**src/rtl/cdc_ctrl_pkg.sv**
```systemverilog
// Shared types and defaults for the 4-phase req/ack CDC receive controller.
//   state_t          : controller FSM encoding (IDLE, HOLD, ACK, ERR)
//   DEF_SYNC_STAGES  : default depth of the request synchroniser chain
package cdc_ctrl_pkg;

  typedef enum logic [1:0] {
    IDLE = 2'd0,  // waiting for a synchronised request
    HOLD = 2'd1,  // word presented to the consumer
    ACK  = 2'd2,  // ack raised, waiting for the source to drop req
    ERR  = 2'd3   // source never dropped req; parked until reset
  } state_t;

  localparam int DEF_SYNC_STAGES = 2;

endpackage

```
**src/rtl/req_sync_stages.sv**
```systemverilog
// Multi-flop synchroniser for the asynchronous request level.
//   dst_clk   in  destination clock
//   rst       in  synchronous active-high reset, clears the whole chain
//   async_req in  request level from the source domain
//   req_s     out request after SYNC_STAGES dst_clk flops
import cdc_ctrl_pkg::*;

module req_sync_stages #(
  parameter int SYNC_STAGES = DEF_SYNC_STAGES
) (
  input  logic dst_clk,
  input  logic rst,
  input  logic async_req,
  output logic req_s
);

  logic [SYNC_STAGES-1:0] sync_ff;

  always_ff @(posedge dst_clk) begin
    if (rst) sync_ff <= '0;
    else     sync_ff <= {sync_ff[SYNC_STAGES-2:0], async_req};
  end

  assign req_s = sync_ff[SYNC_STAGES-1];

endmodule

```
**src/rtl/hs_cdc_rx_ctrl.sv**
```systemverilog
// Destination-side controller for a 4-phase req/ack clock-domain crossing.
// The request is synchronised; the data bus is sampled raw, which is safe
// because the source holds it stable for as long as req is high.
// The captured word is offered on a valid/ready port, then ack is raised
// and held until the synchronised request drops.
//
// Optional feature macro: TIMEOUT_EN
//   defined   : ack phase is bounded by TIMEOUT_CYCLES; overrun sets sticky err
//               and parks the FSM in ERR until rst.
//   undefined : ack waits indefinitely, err is constant 0.
//
// Ports
//   dst_clk    in  clock, all logic on the rising edge
//   rst        in  synchronous active-high reset
//   async_req  in  source request level (asynchronous)
//   async_data in  source data, stable while async_req=1
//   data_ready in  consumer accept
//   data_out   out captured word (registered)
//   data_valid out data_out valid (registered)
//   ack        out level ack to source (registered)
//   busy       out FSM not in IDLE
//   err        out sticky timeout flag
import cdc_ctrl_pkg::*;

module hs_cdc_rx_ctrl #(
  parameter int DATA_W         = 8,
  parameter int SYNC_STAGES    = DEF_SYNC_STAGES,
  parameter int TIMEOUT_CYCLES = 255
) (
  input  logic              dst_clk,
  input  logic              rst,
  input  logic              async_req,
  input  logic [DATA_W-1:0] async_data,
  input  logic              data_ready,
  output logic [DATA_W-1:0] data_out,
  output logic              data_valid,
  output logic              ack,
  output logic              busy,
  output logic              err
);

  // Elaboration-time sanity on the configuration.
  if (SYNC_STAGES < 2 || TIMEOUT_CYCLES < 1) begin : g_bad_param
    $error("hs_cdc_rx_ctrl: SYNC_STAGES must be >= 2 and TIMEOUT_CYCLES >= 1");
  end

  logic req_s;

  req_sync_stages #(.SYNC_STAGES(SYNC_STAGES)) u_req_sync (
    .dst_clk   (dst_clk),
    .rst       (rst),
    .async_req (async_req),
    .req_s     (req_s)
  );

  state_t            state, state_n;
  logic [DATA_W-1:0] data_out_n;
  logic              data_valid_n, ack_n, err_n;

`ifdef TIMEOUT_EN
  localparam int              CNT_W   = $clog2(TIMEOUT_CYCLES + 1);
  localparam logic [CNT_W-1:0] TO_LAST = CNT_W'(TIMEOUT_CYCLES);
  logic [CNT_W-1:0] to_cnt, to_cnt_n;
`endif

  always_ff @(posedge dst_clk) begin
    if (rst) begin
      state      <= IDLE;
      data_out   <= '0;
      data_valid <= 1'b0;
      ack        <= 1'b0;
      err        <= 1'b0;
`ifdef TIMEOUT_EN
      to_cnt     <= '0;
`endif
    end else begin
      state      <= state_n;
      data_out   <= data_out_n;
      data_valid <= data_valid_n;
      ack        <= ack_n;
      err        <= err_n;
`ifdef TIMEOUT_EN
      to_cnt     <= to_cnt_n;
`endif
    end
  end

  always_comb begin
    state_n      = state;
    data_out_n   = data_out;
    data_valid_n = data_valid;
    ack_n        = ack;
    err_n        = err;
`ifdef TIMEOUT_EN
    to_cnt_n     = to_cnt;
`endif
    case (state)
      IDLE: begin
        if (req_s) begin
          data_out_n   = async_data;
          data_valid_n = 1'b1;
          state_n      = HOLD;
        end
      end
      // req_s dropping here is a source protocol violation; keep offering
      // the word rather than losing it.
      HOLD: begin
        if (data_ready) begin
          data_valid_n = 1'b0;
          ack_n        = 1'b1;
          state_n      = ACK;
`ifdef TIMEOUT_EN
          to_cnt_n     = '0;
`endif
        end
      end
      ACK: begin
        if (!req_s) begin
          ack_n   = 1'b0;
          state_n = IDLE;
        end
`ifdef TIMEOUT_EN
        else if (to_cnt == TO_LAST) begin
          err_n   = 1'b1;
          ack_n   = 1'b0;
          state_n = ERR;
        end else begin
          to_cnt_n = to_cnt + 1'b1;
        end
`endif
      end
      ERR: begin
        // Terminal until rst; all inputs ignored.
        ack_n        = 1'b0;
        data_valid_n = 1'b0;
      end
      default: state_n = IDLE;
    endcase
  end

  assign busy = (state != IDLE);

endmodule

```
**config.mk**
```make
export PLATFORM = sky130hd
export DESIGN_NAME = hs_cdc_rx_ctrl
export DESIGN_NICKNAME = d
export VERILOG_FILES = /design/src/rtl/cdc_ctrl_pkg.sv /design/src/rtl/req_sync_stages.sv /design/src/rtl/hs_cdc_rx_ctrl.sv
export SDC_FILE = /design/constraint.sdc
export NUM_CORES = 1
export LEC_CHECK = 0
export BUFFER_PORTS_ARGS = -buffer_cell sky130_fd_sc_hd__buf_4
export CAP_MARGIN = 20
export CORE_UTILIZATION = 35
export CTS_BUF_LIST = sky130_fd_sc_hd__clkbuf_4 sky130_fd_sc_hd__clkbuf_8
export CTS_CLUSTER_SIZE = 20
export DETAILED_ROUTE_END_ITERATION = 16
export SLEW_MARGIN = 5
export SYNTH_ARGS = -nofsm -noshare
export SYNTH_HDL_FRONTEND = slang
export SYNTH_HIERARCHICAL = 1
export SYNTH_SLANG_ARGS = --single-unit
export TNS_END_PERCENT = 20
```
**constraint.sdc**
```tcl
create_clock -name dst_clk -period 2 [get_ports dst_clk]
set_clock_uncertainty 0.1 [all_clocks]
set_input_delay 0.4 -clock dst_clk [delete_from_list [all_inputs] [get_ports dst_clk]]
set_output_delay 0.4 -clock dst_clk [all_outputs]
set_load 0.01 [all_outputs]
```
Word-level counts from Yosys, hierarchy flattened

Cells that the tools add are included.

Bits in registers: 14
Bits of input ports: 12

Equal/unequal tests: 6
Mux-type cells: 10
Reduce and logical (&&, ||, !) cells: 9

Operator list:

| cell                                                             | count |
|---|---|
| 3-bit nonzero test                                               | 3 |
| 2-bit 2-to-1 mux                                                 | 3 |
| 1-bit one-hot mux with 3 select lines                            | 2 |
| 2-bit one-hot mux with 3 select lines                            | 1 |
| 3-bit AND reduction                                              | 2 |
| 2-bit == test (second input constant)                            | 2 |
| 1-bit 2-to-1 mux                                                 | 4 |
| 2-bit != test (second input constant)                            | 2 |
| 4-bit AND reduction                                              | 1 |
| 2-bit by 1-bit == test with 1-bit output (second input constant) | 1 |
| 2-bit zero test                                                  | 1 |
| 2-bit by 1-bit != test with 1-bit output (second input constant) | 1 |
| 2-bit AND reduction                                              | 1 |
| 2-bit nonzero test                                               | 1 |

Depth between registers and ports, before layout

Gate-level depths: netlist (run 1).

Depth in word-level cells: 3
Gate-level depth with buffers: 5

By module

The synthesis (run 1) kept the hierarchy.

Modules (own cells, without submodules):

| module          | instances | cells an instance | area an instance (µm²) |
|---|---|---|---|
| hs_cdc_rx_ctrl  | 1         | 67                | 574.3 |
| req_sync_stages | 1         | 4                 | 52.6 |

Least setup slack after synthesis (run 1)

OpenSTA, ideal clock, no wires.

Path type: reg-to-reg
Start point: reg state[0]
End point: reg state[0]
Library setup time: 0.123 ns
Arrival time: 1.432 ns
Data required time: 1.777 ns
Slack: 0.344 ns
Cell stages (with the launch flop): 6
Buffers on the path: 0
Clock period less this slack: 1.656 ns
Cell sequence: dfxtp_1 -> inv_1 -> ha_1 -> nor2b_1 -> nor4_4 -> mux2_1

Cells in the longest elaborated chain, start to end: 3

Ends and longest elaborated chain:

| element                                         | line                 | source |
|---|---|---|
| start: declaration                              | hs_cdc_rx_ctrl.sv:56 | `state_t state, state_n;` |
| start signal: assignment                        | hs_cdc_rx_ctrl.sv:77 | `state <= state_n;` |
| 2-bit == test (tied with other cells)           | hs_cdc_rx_ctrl.sv:97 | `case (state)` |
| 2-bit != test (no line) (tied with other cells) | n/a                  |  |
| 4-bit AND reduction (no line)                   | n/a                  |  |

Parallel ways exist; a longest one is shown, timed or not.
A chain may end at the register's enable or synchronous reset.

Final worst setup path (run 1)

Start point: reg state[0]
End point: out busy

Cells in the longest elaborated chain, start to end: 1

Ends and longest elaborated chain:

| element            | line                  | source |
|---|---|---|
| 2-bit nonzero test | hs_cdc_rx_ctrl.sv:141 | `assign busy = (state != IDLE);` |
| end: declaration   | hs_cdc_rx_ctrl.sv:38  | `output logic busy,` |

No other way between the ends.

==> impl_metrics.json, run 1 <==
{
  "critical_path_arrival_ps": 1290,
  "max_freq_mhz": 557,
  "worstPathMaxFanout": 12,
  "avgSynthCellArea_um2": 8.83,
  "avgViaCountPerCell": 4.56,
  "routedWlPerCell_um": 9.70,
  "status": "finished, final reports clean",
  "syn_nets": 88,
  "final.setup.worst_slack_ps": 206,
  "postLayoutCoreUtil": 0.527,
  "top_level_ports": 24,
  "rr_worst_depth": 5,
  "post_synth_and_or_nand_nor_area_fraction": 0.253,
  "initialDrtViolationCount": 1,
  "num_antenna_cells": 0,
  "total_leakage_power_uw": 0.000372,
  "max_cap_viols": 0,
  "final_net_count": 113,
  "cts_root_buf": "sky130_fd_sc_hd__clkbuf_4",
  "floorplan.core_area_mm2": 0.00159,
  "worst_hold_path_type": "input port to flip-flop",
  "post_synth_mux_area_share": 0.0339,
  "area_growth_pct": 33.9,
  "yosys_warnings": 6,
  "totalNegativeSetupSlack_ps": 0,
  "detail_route.drc_violations": 0,
  "cts_made_buffers": 3,
  "worstPathCellList": "inv_1 -> ha_1 -> buf_4 -> inv_1 -> buf_4",
  "grt_pass1_wl_um": 1900,
  "die_area_mm2": 0.00196,
  "p_per_area_mw_per_mm2": 1000,
  "dieWidth_um": 44.3,
  "postCtsSetupRepairBufs": 0,
  "tritoncts": "built",
  "holdPathStages": 2,
  "post_synth_inst_count": 71,
  "layout.filler_cells": 156,
  "gp_routability_congestion": 0.655,
  "standard_cell_rows": 14,
  "cts.hold.buffers_added": 0,
  "clk_transition_reported_paths_ps": 70,
  "cts-root-to-sink-buffers": 2,
  "setup_violations": 0,
  "drt_wl_total_um": 1150,
  "highest_count_cells_in_the_layout_ignoring_fill_and_taps": "sky130_fd_sc_hd__buf_4, sky130_fd_sc_hd__dfxtp_1, sky130_fd_sc_hd__nand2_1, sky130_fd_sc_hd__a21oi_1, sky130_fd_sc_hd__nand3_1",
  "number_of_register_bits_inferred_by_synthesis": 14,
  "hpwlAfterDp_um": 856,
  "synth.lib_cells_used.distinct": 18,
  "crit_path_start_kind": "flip-flop",
  "worst_r2r_startpoint": "state[0]",
  "timing.reg2reg.setup_slack_ps": 280,
  "synthesis.area_um2": 627,
  "synth.top_cells.by_area": "sky130_fd_sc_hd__dfxtp_1, sky130_fd_sc_hd__ha_1, sky130_fd_sc_hd__a21oi_1",
  "yosysTopAreaCell": "sky130_fd_sc_hd__dfxtp_1",
  "critical_path.max_stage_delay_ps": 380,
  "timing.setup.critical_path_class": "flip-flop to primary output",
  "synth-adder-area-share": 0.0998,
  "global_route_congestion_overflow_total": 0,
  "multi_input_logic_area_um2": 312,
  "synth_xor_xnor_area_share": 0,
  "dr.pass1.iters": 3,
  "synth_compound_area_frac": 0.104,
  "final_design_area_no_fill_um2": 840,
  "groute.usage.overall": 0.135,
  "timing.critical_path.to_type": "primary output",
  "detailedPlace.worstSlack_ps": 265,
  "synth_top_cell_area_share": 0.447,
  "power.ir.vdd_worst_mv": 0.505,
  "unrepaired_setup_endpoints_after_global_routing": "no",
  "post_cts_resized": 0,
  "tritoncts_num_sinks": 14,
  "post_dp_cell_area_um2": 817,
  "r2r_end": "state[0]",
  "final.min_clock_period_ps": 1790,
  "worst_ep_required_ps": 1500,
  "post_route_cells_drive_above_1_share": 0.309,
  "cts_max_level": 1,
  "maxSlewViolCount": 0,
  "route.antenna.remaining_nets": 0,
  "worst_skew_pair.late_latency_ps": 270,
  "antenna_found_initial": 0,
  "period_share": 0.897,
  "synth_top_family_by_area": "simple AND/OR/NAND/NOR gates",
  "grt_pass1_vias": 464,
  "grt_max_degree": 16,
  "synth_seq_area_share": 0.447,
  "sequential_cell_area_um2": 280,
  "floorplan.die.height_um": 44.3,
  "port-buffer-count": 22,
  "min_delay_worst_endpoint": "u_req_sync/sync_ff[0]",
  "hold_path_startpoint": "async_req",
  "crit_slowest_cell": "sky130_fd_sc_hd__dfxtp_1",
  "final-hold-violation-count": 0,
  "final_common_cell": "sky130_fd_sc_hd__buf_4",
  "starting_utilization_of_the_core_area": 0.393,
  "num_vias": 538
}
stage by stage:
| stage | hold slack [ps] | instances | power, uW |
|---|---|---|---|
| after detailed placement | 320 | 115 | 697 |
| final | 245 | 118 | 839 |
| after global placement | 326 | 115 | 695 |
| after CTS | 230 | 118 | 853 |
| after floorplan | 314 | 71 | 573 |
| after global routing | 240 | 118 | 902 |
power breakdown:
group	internal [uW]	leakage (uW)	switching, uW
Clock	69.8	0.0000138	84.3
Combinational	169	0.000244	169
Sequential	321	0.000114	26.0
worst max-delay path, delay by kind of cell, from the launching register on:
kind       cells  cell delay (ps)
fa+ha+maj      1              210
flops          1              380
buf+inv        4              430
worst max path at each step:
| stage | from | to | slack (ps) | cells after the start |
|---|---|---|---|---|
| 3_5_place_dp | state[0] | state[0] | 270 | 5 |
| 3_3_place_gp | state[0] | state[0] | 310 | 5 |
| 5_1_grt | state[0] | busy | 110 | 5 |
| 4_1_cts | state[0] | busy | 190 | 5 |
| 2_1_floorplan | state[0] | state[0] | 340 | 5 |
| 6_report | state[0] | busy | 210 | 5 |
layout make-up:
| class | instances | area share |
|---|---|---|
| multi-input cells | 49 | 0.371 |
| flip-flops and latches | 14 | 0.334 |
| repair buffers | 24 | 0.215 |
| well taps | 24 | 0.0358 |
| clock buffers | 3 | 0.0268 |
| inverters | 4 | 0.0179 |
kinds of logic after synthesis:
| group | Yosys count |
|---|---|
| AND/OR/NAND/NOR | 29 |
| flip-flops | 14 |
| AO/OA/AOI/OAI | 12 |
| buffers and inverters | 8 |
| adder cells (fa/ha/maj) | 5 |
| multiplexers | 2 |
| other | 1 |
synthesized netlist by cell type:
cell type                   n
sky130_fd_sc_hd__buf_2      1
sky130_fd_sc_hd__o31ai_1    2
sky130_fd_sc_hd__and2_4     1
sky130_fd_sc_hd__mux2_1     1
sky130_fd_sc_hd__dfxtp_1   14
sky130_fd_sc_hd__inv_1      4
sky130_fd_sc_hd__nor2b_1    4
sky130_fd_sc_hd__clkbuf_1   2
sky130_fd_sc_hd__nor2_1     2
sky130_fd_sc_hd__ha_1       5
sky130_fd_sc_hd__conb_1     1
sky130_fd_sc_hd__or4_1      2
sky130_fd_sc_hd__mux2i_1    1
sky130_fd_sc_hd__nand2_1   11
sky130_fd_sc_hd__nand3_1    8
sky130_fd_sc_hd__buf_4      1
sky130_fd_sc_hd__a21oi_1   10
sky130_fd_sc_hd__nor4_4     1
sequential cells by signal (all words and copies together), names as in the netlist:
name	count
data_valid	1
u_req_sync/sync_ff	2
data_out	8
state	2
ack	1
layer usage:
layer / routed length, um / share of wire / vias to the layer above / global-route usage
met5: 0 / 0 / - / 0
met4: 9 / 0.0079 / 0 / 0.0545
met3: 85 / 0.074 / 2 / 0.0735
met2: 517 / 0.45 / 18 / 0.209
met1: 533 / 0.47 / 232 / 0.156
li1: - / - / 286 / -
(Power assumes the default switching activity.)
==> run 2: changes to the inputs <==
--- a/config.mk
+++ b/config.mk
@@ -11,6 +11,8 @@
 export CTS_BUF_LIST = sky130_fd_sc_hd__clkbuf_4 sky130_fd_sc_hd__clkbuf_8
 export CTS_CLUSTER_SIZE = 20
 export DETAILED_ROUTE_END_ITERATION = 16
+export MAX_ROUTING_LAYER = met4
+export REMOVE_ABC_BUFFERS = 1
 export SLEW_MARGIN = 5
 export SYNTH_ARGS = -nofsm -noshare
 export SYNTH_HDL_FRONTEND = slang
==> run 2 against run 1 <==
  * Critical path depth unchanged
  * Largest power group unchanged
  * Power decreased by 0.96%
  * Critical path type unchanged
  * Final area decreased by 0.89%
  * Wire length increased by 0.26%
  * Largest cell class unchanged
  * Utilization decreased by 0.47 points
==> impl_metrics.json, run 2 (synthesis gave the netlist of run 1 again) <==
{
  "floorplan.core_area_mm2": 0.00159,
  "postCtsSetupRepairBufs": 0,
  "cts_made_buffers": 3,
  "critical_path_arrival_ps": 1290,
  "rr_worst_depth": 5,
  "dr.pass1.iters": 2,
  "maxSlewViolCount": 0,
  "worstPathMaxFanout": 12,
  "max_cap_viols": 0,
  "place_inst": 114,
  "global_route_congestion_overflow_total": 0,
  "layout.filler_cells": 157,
  "initialDrtViolationCount": 5,
  "r2r_end": "state[0]",
  "drt_wl_total_um": 1150,
  "timing.setup.critical_path_class": "flip-flop to primary output",
  "power.ir.vdd_worst_mv": 0.574,
  "totalNegativeSetupSlack_ps": 0,
  "antenna_found_initial": 0,
  "detail_route.drc_violations": 0,
  "total_power_uw": 831,
  "hpwlAfterDp_um": 872,
  "worstPathCellList": "inv_1 -> ha_1 -> buf_4 -> inv_1 -> buf_4",
  "standard_cell_rows": 14,
  "final.setup.worst_slack_ps": 207,
  "clk_transition_reported_paths_ps": 70,
  "final_common_cell": "sky130_fd_sc_hd__buf_4",
  "post_route_cells_drive_above_1_share": 0.301,
  "num_antenna_cells": 0,
  "routedWlPerCell_um": 9.81,
  "status": "finished, final reports clean",
  "timing.critical_path.to_type": "primary output",
  "grt_pass1_vias": 465,
  "total_leakage_power_uw": 0.000367,
  "combPwrFrac": 0.399,
  "crit_end": "busy",
  "path_delay_family": "buffers and inverters",
  "groute.usage.overall": 0.141,
  "layout.cells.non_filler": 117,
  "num_vias": 533,
  "floorplan.die.height_um": 44.3,
  "top_register": "data_out",
  "crit_cells": 5,
  "worst_r2r_startpoint": "state[0]",
  "post_cts_resized": 0,
  "tritoncts": "built",
  "startpoint": "state[0]",
  "detailedPlace.worstSlack_ps": 253,
  "worst_skew_pair.late_latency_ps": 270,
  "timing.critical_path.buf_inv": 4,
  "cts-root-to-sink-buffers": 2,
  "switching_pwr_uw": 274,
  "largest_register_ffs": 8,
  "grt_pass1_wl_um": 1960,
  "avgViaCountPerCell": 4.56,
  "final_design_area_no_fill_um2": 832,
  "period_share": 0.896,
  "netSwitchingFraction": 0.329,
  "final-hold-violation-count": 0,
  "top_level_ports": 24,
  "worst_hold_path_type": "input port to flip-flop",
  "gp_routability_congestion": 0.640,
  "area_growth_pct": 32.7,
  "route.antenna.remaining_nets": 0,
  "timing.reg2reg.setup_slack_ps": 270,
  "port-buffer-count": 22,
  "cts_root_buf": "sky130_fd_sc_hd__clkbuf_4",
  "critical_path.max_stage_delay_ps": 390,
  "cts.hold.buffers_added": 0,
  "post_dp_cell_area_um2": 810,
  "setup_violations": 0,
  "cts_max_level": 1,
  "crit_path_start_kind": "flip-flop",
  "dieWidth_um": 44.3,
  "worst_ep_required_ps": 1500,
  "die_area_mm2": 0.00196,
  "pwr-share-seq": 0.422,
  "p_per_area_mw_per_mm2": 999,
  "power.internal_uw": 558,
  "unrepaired_setup_endpoints_after_global_routing": "no",
  "starting_utilization_of_the_core_area": 0.393,
  "final_net_count": 112,
  "tritoncts_num_sinks": 14,
  "final.min_clock_period_ps": 1790,
  "crit_slowest_cell": "sky130_fd_sc_hd__dfxtp_1",
  "grt_max_degree": 16,
  "top_regs": "data_out x8, state x2, u_req_sync/sync_ff x2",
  "highest_count_cells_in_the_layout_ignoring_fill_and_taps": "sky130_fd_sc_hd__buf_4, sky130_fd_sc_hd__dfxtp_1, sky130_fd_sc_hd__nand2_1, sky130_fd_sc_hd__a21oi_1, sky130_fd_sc_hd__nand3_1",
  "power.share.clock": 0.179,
  "max_freq_mhz": 558
}
run 2: layer usage:
metal,part of all wire,global-route usage
met5,0,-
met1,0.45,0.185
met4,0,0.0364
met3,0.053,0.0735
met2,0.49,0.191
run 2: area by class of cell:
cell class	count	area, um^2	area share
clock buffer	3	22.5	0.0271
inverter	4	15.0	0.0180
multi-input combinational	49	312	0.374
sequential	14	280	0.337
tap	24	30.0	0.0361
timing repair buffer	23	173	0.208
run 2: per-stage QoR:
stage / util / hold WS [ps]
after floorplan: - / 314
after CTS: 0.522 / 240
final: 0.522 / 243
after detailed placement: 0.508 / 323
after global routing: 0.522 / 246
after global placement: 0.508 / 325
run 2: worst min path at each step:
stage / end / slack, ps / cells after the start / start
detailed placement: u_req_sync/sync_ff[1] / 320 / 1 / u_req_sync/sync_ff[0]
global route: u_req_sync/sync_ff[0] / 250 / 2 / async_req
finish: u_req_sync/sync_ff[0] / 240 / 2 / async_req
global placement: u_req_sync/sync_ff[1] / 320 / 1 / u_req_sync/sync_ff[0]
floorplan: u_req_sync/sync_ff[1] / 310 / 1 / u_req_sync/sync_ff[0]
CTS: u_req_sync/sync_ff[0] / 240 / 2 / async_req
run 2: worst reg2reg max path: stages, from the launching register on:
cell                      delay [ps]
sky130_fd_sc_hd__dfxtp_1         390
sky130_fd_sc_hd__inv_1            90
sky130_fd_sc_hd__ha_1            210
sky130_fd_sc_hd__nor2b_1         170
sky130_fd_sc_hd__nor4_4          320
sky130_fd_sc_hd__mux2_1          340
run 2: power by group through the flow:
stage	sequential [uW]	combinational, uW	clock [uW]
3_3_place_gp	355	337	0
2_1_floorplan	365	201	0
4_1_cts	352	339	156
3_5_place_dp	359	338	0
6_report	351	332	148
5_1_grt	356	377	171
==> run 3: changes to the inputs <==
--- a/config.mk
+++ b/config.mk
@@ -12,8 +12,9 @@
 export CTS_CLUSTER_SIZE = 20
 export DETAILED_ROUTE_END_ITERATION = 16
 export MAX_ROUTING_LAYER = met4
+export PLACE_DENSITY = 0.56
 export REMOVE_ABC_BUFFERS = 1
-export SLEW_MARGIN = 5
+export SLEW_MARGIN = 20
 export SYNTH_ARGS = -nofsm -noshare
 export SYNTH_HDL_FRONTEND = slang
 export SYNTH_HIERARCHICAL = 1
==> run 3 against run 2 <==
  * Power rose by 1.5%
  * Die area did not move
  * Non-clock buffer count rose by 1
  * Maximum frequency fell by 0.55%
  * Largest power group unchanged
==> impl_metrics.json, run 3 (synthesis gave the netlist of run 1 again) <==
{
  "status": "finished, final reports clean",
  "dr.pass1.iters": 2,
  "post_cts_resized": 0,
  "port-buffer-count": 22,
  "layout.cells.non_filler": 118,
  "pwr-share-seq": 0.414,
  "floorplan.core_area_mm2": 0.00159,
  "cts.hold.buffers_added": 0,
  "worst_skew_pair.late_latency_ps": 270,
  "num_antenna_cells": 0,
  "p_per_area_mw_per_mm2": 1010,
  "grt_pass1_vias": 466,
  "top_register": "data_out",
  "final_common_cell": "sky130_fd_sc_hd__buf_4",
  "gp_routability_congestion": 0.671,
  "top_level_ports": 24,
  "crit_path_start_kind": "flip-flop",
  "highest_count_cells_in_the_layout_ignoring_fill_and_taps": "sky130_fd_sc_hd__buf_4, sky130_fd_sc_hd__dfxtp_1, sky130_fd_sc_hd__nand2_1, sky130_fd_sc_hd__a21oi_1, sky130_fd_sc_hd__nand3_1",
  "combPwrFrac": 0.405,
  "startpoint": "state[0]",
  "starting_utilization_of_the_core_area": 0.393,
  "post_route_cells_drive_above_1_share": 0.309,
  "top_regs": "data_out x8, state x2, u_req_sync/sync_ff x2",
  "routedWlPerCell_um": 10.1,
  "clk_transition_reported_paths_ps": 70,
  "rr_worst_depth": 5,
  "maxSlewViolCount": 0,
  "worst_ep_required_ps": 1500,
  "crit_end": "busy",
  "critical_path_arrival_ps": 1300,
  "antenna_found_initial": 0,
  "max_freq_mhz": 555,
  "setup_violations": 0,
  "power.internal_uw": 560,
  "hpwlAfterDp_um": 905,
  "tritoncts": "built",
  "totalNegativeSetupSlack_ps": 0,
  "die_area_mm2": 0.00196,
  "timing.reg2reg.setup_slack_ps": 270,
  "power.share.clock": 0.181,
  "tritoncts_num_sinks": 14,
  "avgViaCountPerCell": 4.53,
  "timing.critical_path.to_type": "primary output",
  "place_inst": 115,
  "num_vias": 534,
  "switching_pwr_uw": 284,
  "cts_root_buf": "sky130_fd_sc_hd__clkbuf_4",
  "max_cap_viols": 0,
  "final_net_count": 113,
  "grt_pass1_wl_um": 1930,
  "detailedPlace.worstSlack_ps": 252,
  "timing.setup.critical_path_class": "flip-flop to primary output",
  "largest_register_ffs": 8,
  "netSwitchingFraction": 0.337,
  "worst_hold_path_type": "input port to flip-flop",
  "groute.usage.overall": 0.142,
  "global_route_congestion_overflow_total": 0,
  "final.min_clock_period_ps": 1800,
  "worst_r2r_startpoint": "state[0]",
  "detail_route.drc_violations": 0,
  "worstPathMaxFanout": 12,
  "cts_max_level": 1,
  "unrepaired_setup_endpoints_after_global_routing": "no",
  "standard_cell_rows": 14,
  "area_growth_pct": 33.9,
  "cts_made_buffers": 3,
  "drt_wl_total_um": 1190,
  "route.antenna.remaining_nets": 0,
  "r2r_end": "state[0]",
  "power.ir.vdd_worst_mv": 0.446,
  "grt_max_degree": 16,
  "final.setup.worst_slack_ps": 197,
  "postCtsSetupRepairBufs": 0,
  "final-hold-violation-count": 0,
  "period_share": 0.901,
  "floorplan.die.height_um": 44.3,
  "total_leakage_power_uw": 0.000372,
  "dieWidth_um": 44.3,
  "cts-root-to-sink-buffers": 2,
  "initialDrtViolationCount": 4
}
[run 3: stage by stage]
step	cell area, um^2	hold slack (ps)	util	power [uW]
floorplan	607	314	-	566
global placement	817	322	0.513	696
detailed placement	817	325	0.513	699
CTS	840	228	0.527	856
global route	840	225	0.527	907
finish	840	243	0.527	844
[run 3: how the worst min path moves through the flow]
stage	slack, ps	cells past startpoint	from	end
floorplan	310	1	u_req_sync/sync_ff[0]	u_req_sync/sync_ff[1]
global placement	320	1	u_req_sync/sync_ff[0]	u_req_sync/sync_ff[1]
detailed placement	320	1	u_req_sync/sync_ff[0]	u_req_sync/sync_ff[1]
CTS	230	2	async_req	u_req_sync/sync_ff[0]
global route	220	2	async_req	u_req_sync/sync_ff[0]
finish	240	2	async_req	u_req_sync/sync_ff[0]
[run 3: area by class of cell]
type	instances	area [um^2]
Fill cell	165	754
Multi-Input combinational cell	49	312
Sequential cell	14	280
Timing Repair Buffer	24	180
Tap cell	24	30.0
Clock buffer	3	22.5
Inverter	4	15.0
[run 3: worst max-delay path: stages, from the launching register on]
cell and delay [ps]:
sky130_fd_sc_hd__dfxtp_1 390, sky130_fd_sc_hd__inv_1 90, sky130_fd_sc_hd__ha_1 210, sky130_fd_sc_hd__buf_4 180, sky130_fd_sc_hd__inv_1 60, sky130_fd_sc_hd__buf_4 110
[run 3: power by group through the flow]
stage	Combinational [uW]	Sequential (uW)	Clock, uW
final	342	349	153
after global routing	380	355	172
after CTS	345	349	162
after detailed placement	344	356	0
after global placement	342	354	0
after floorplan	201	365	0
[run 3: per-layer routing]
metal / GRT usage / up-vias / share of wire
met3: 0.0653 / 0 / 0.057
met1: 0.172 / 234 / 0.48
met5: - / - / 0
met4: 0.0545 / 0 / 0
li1: - / 284 / -
met2: 0.206 / 16 / 0.46
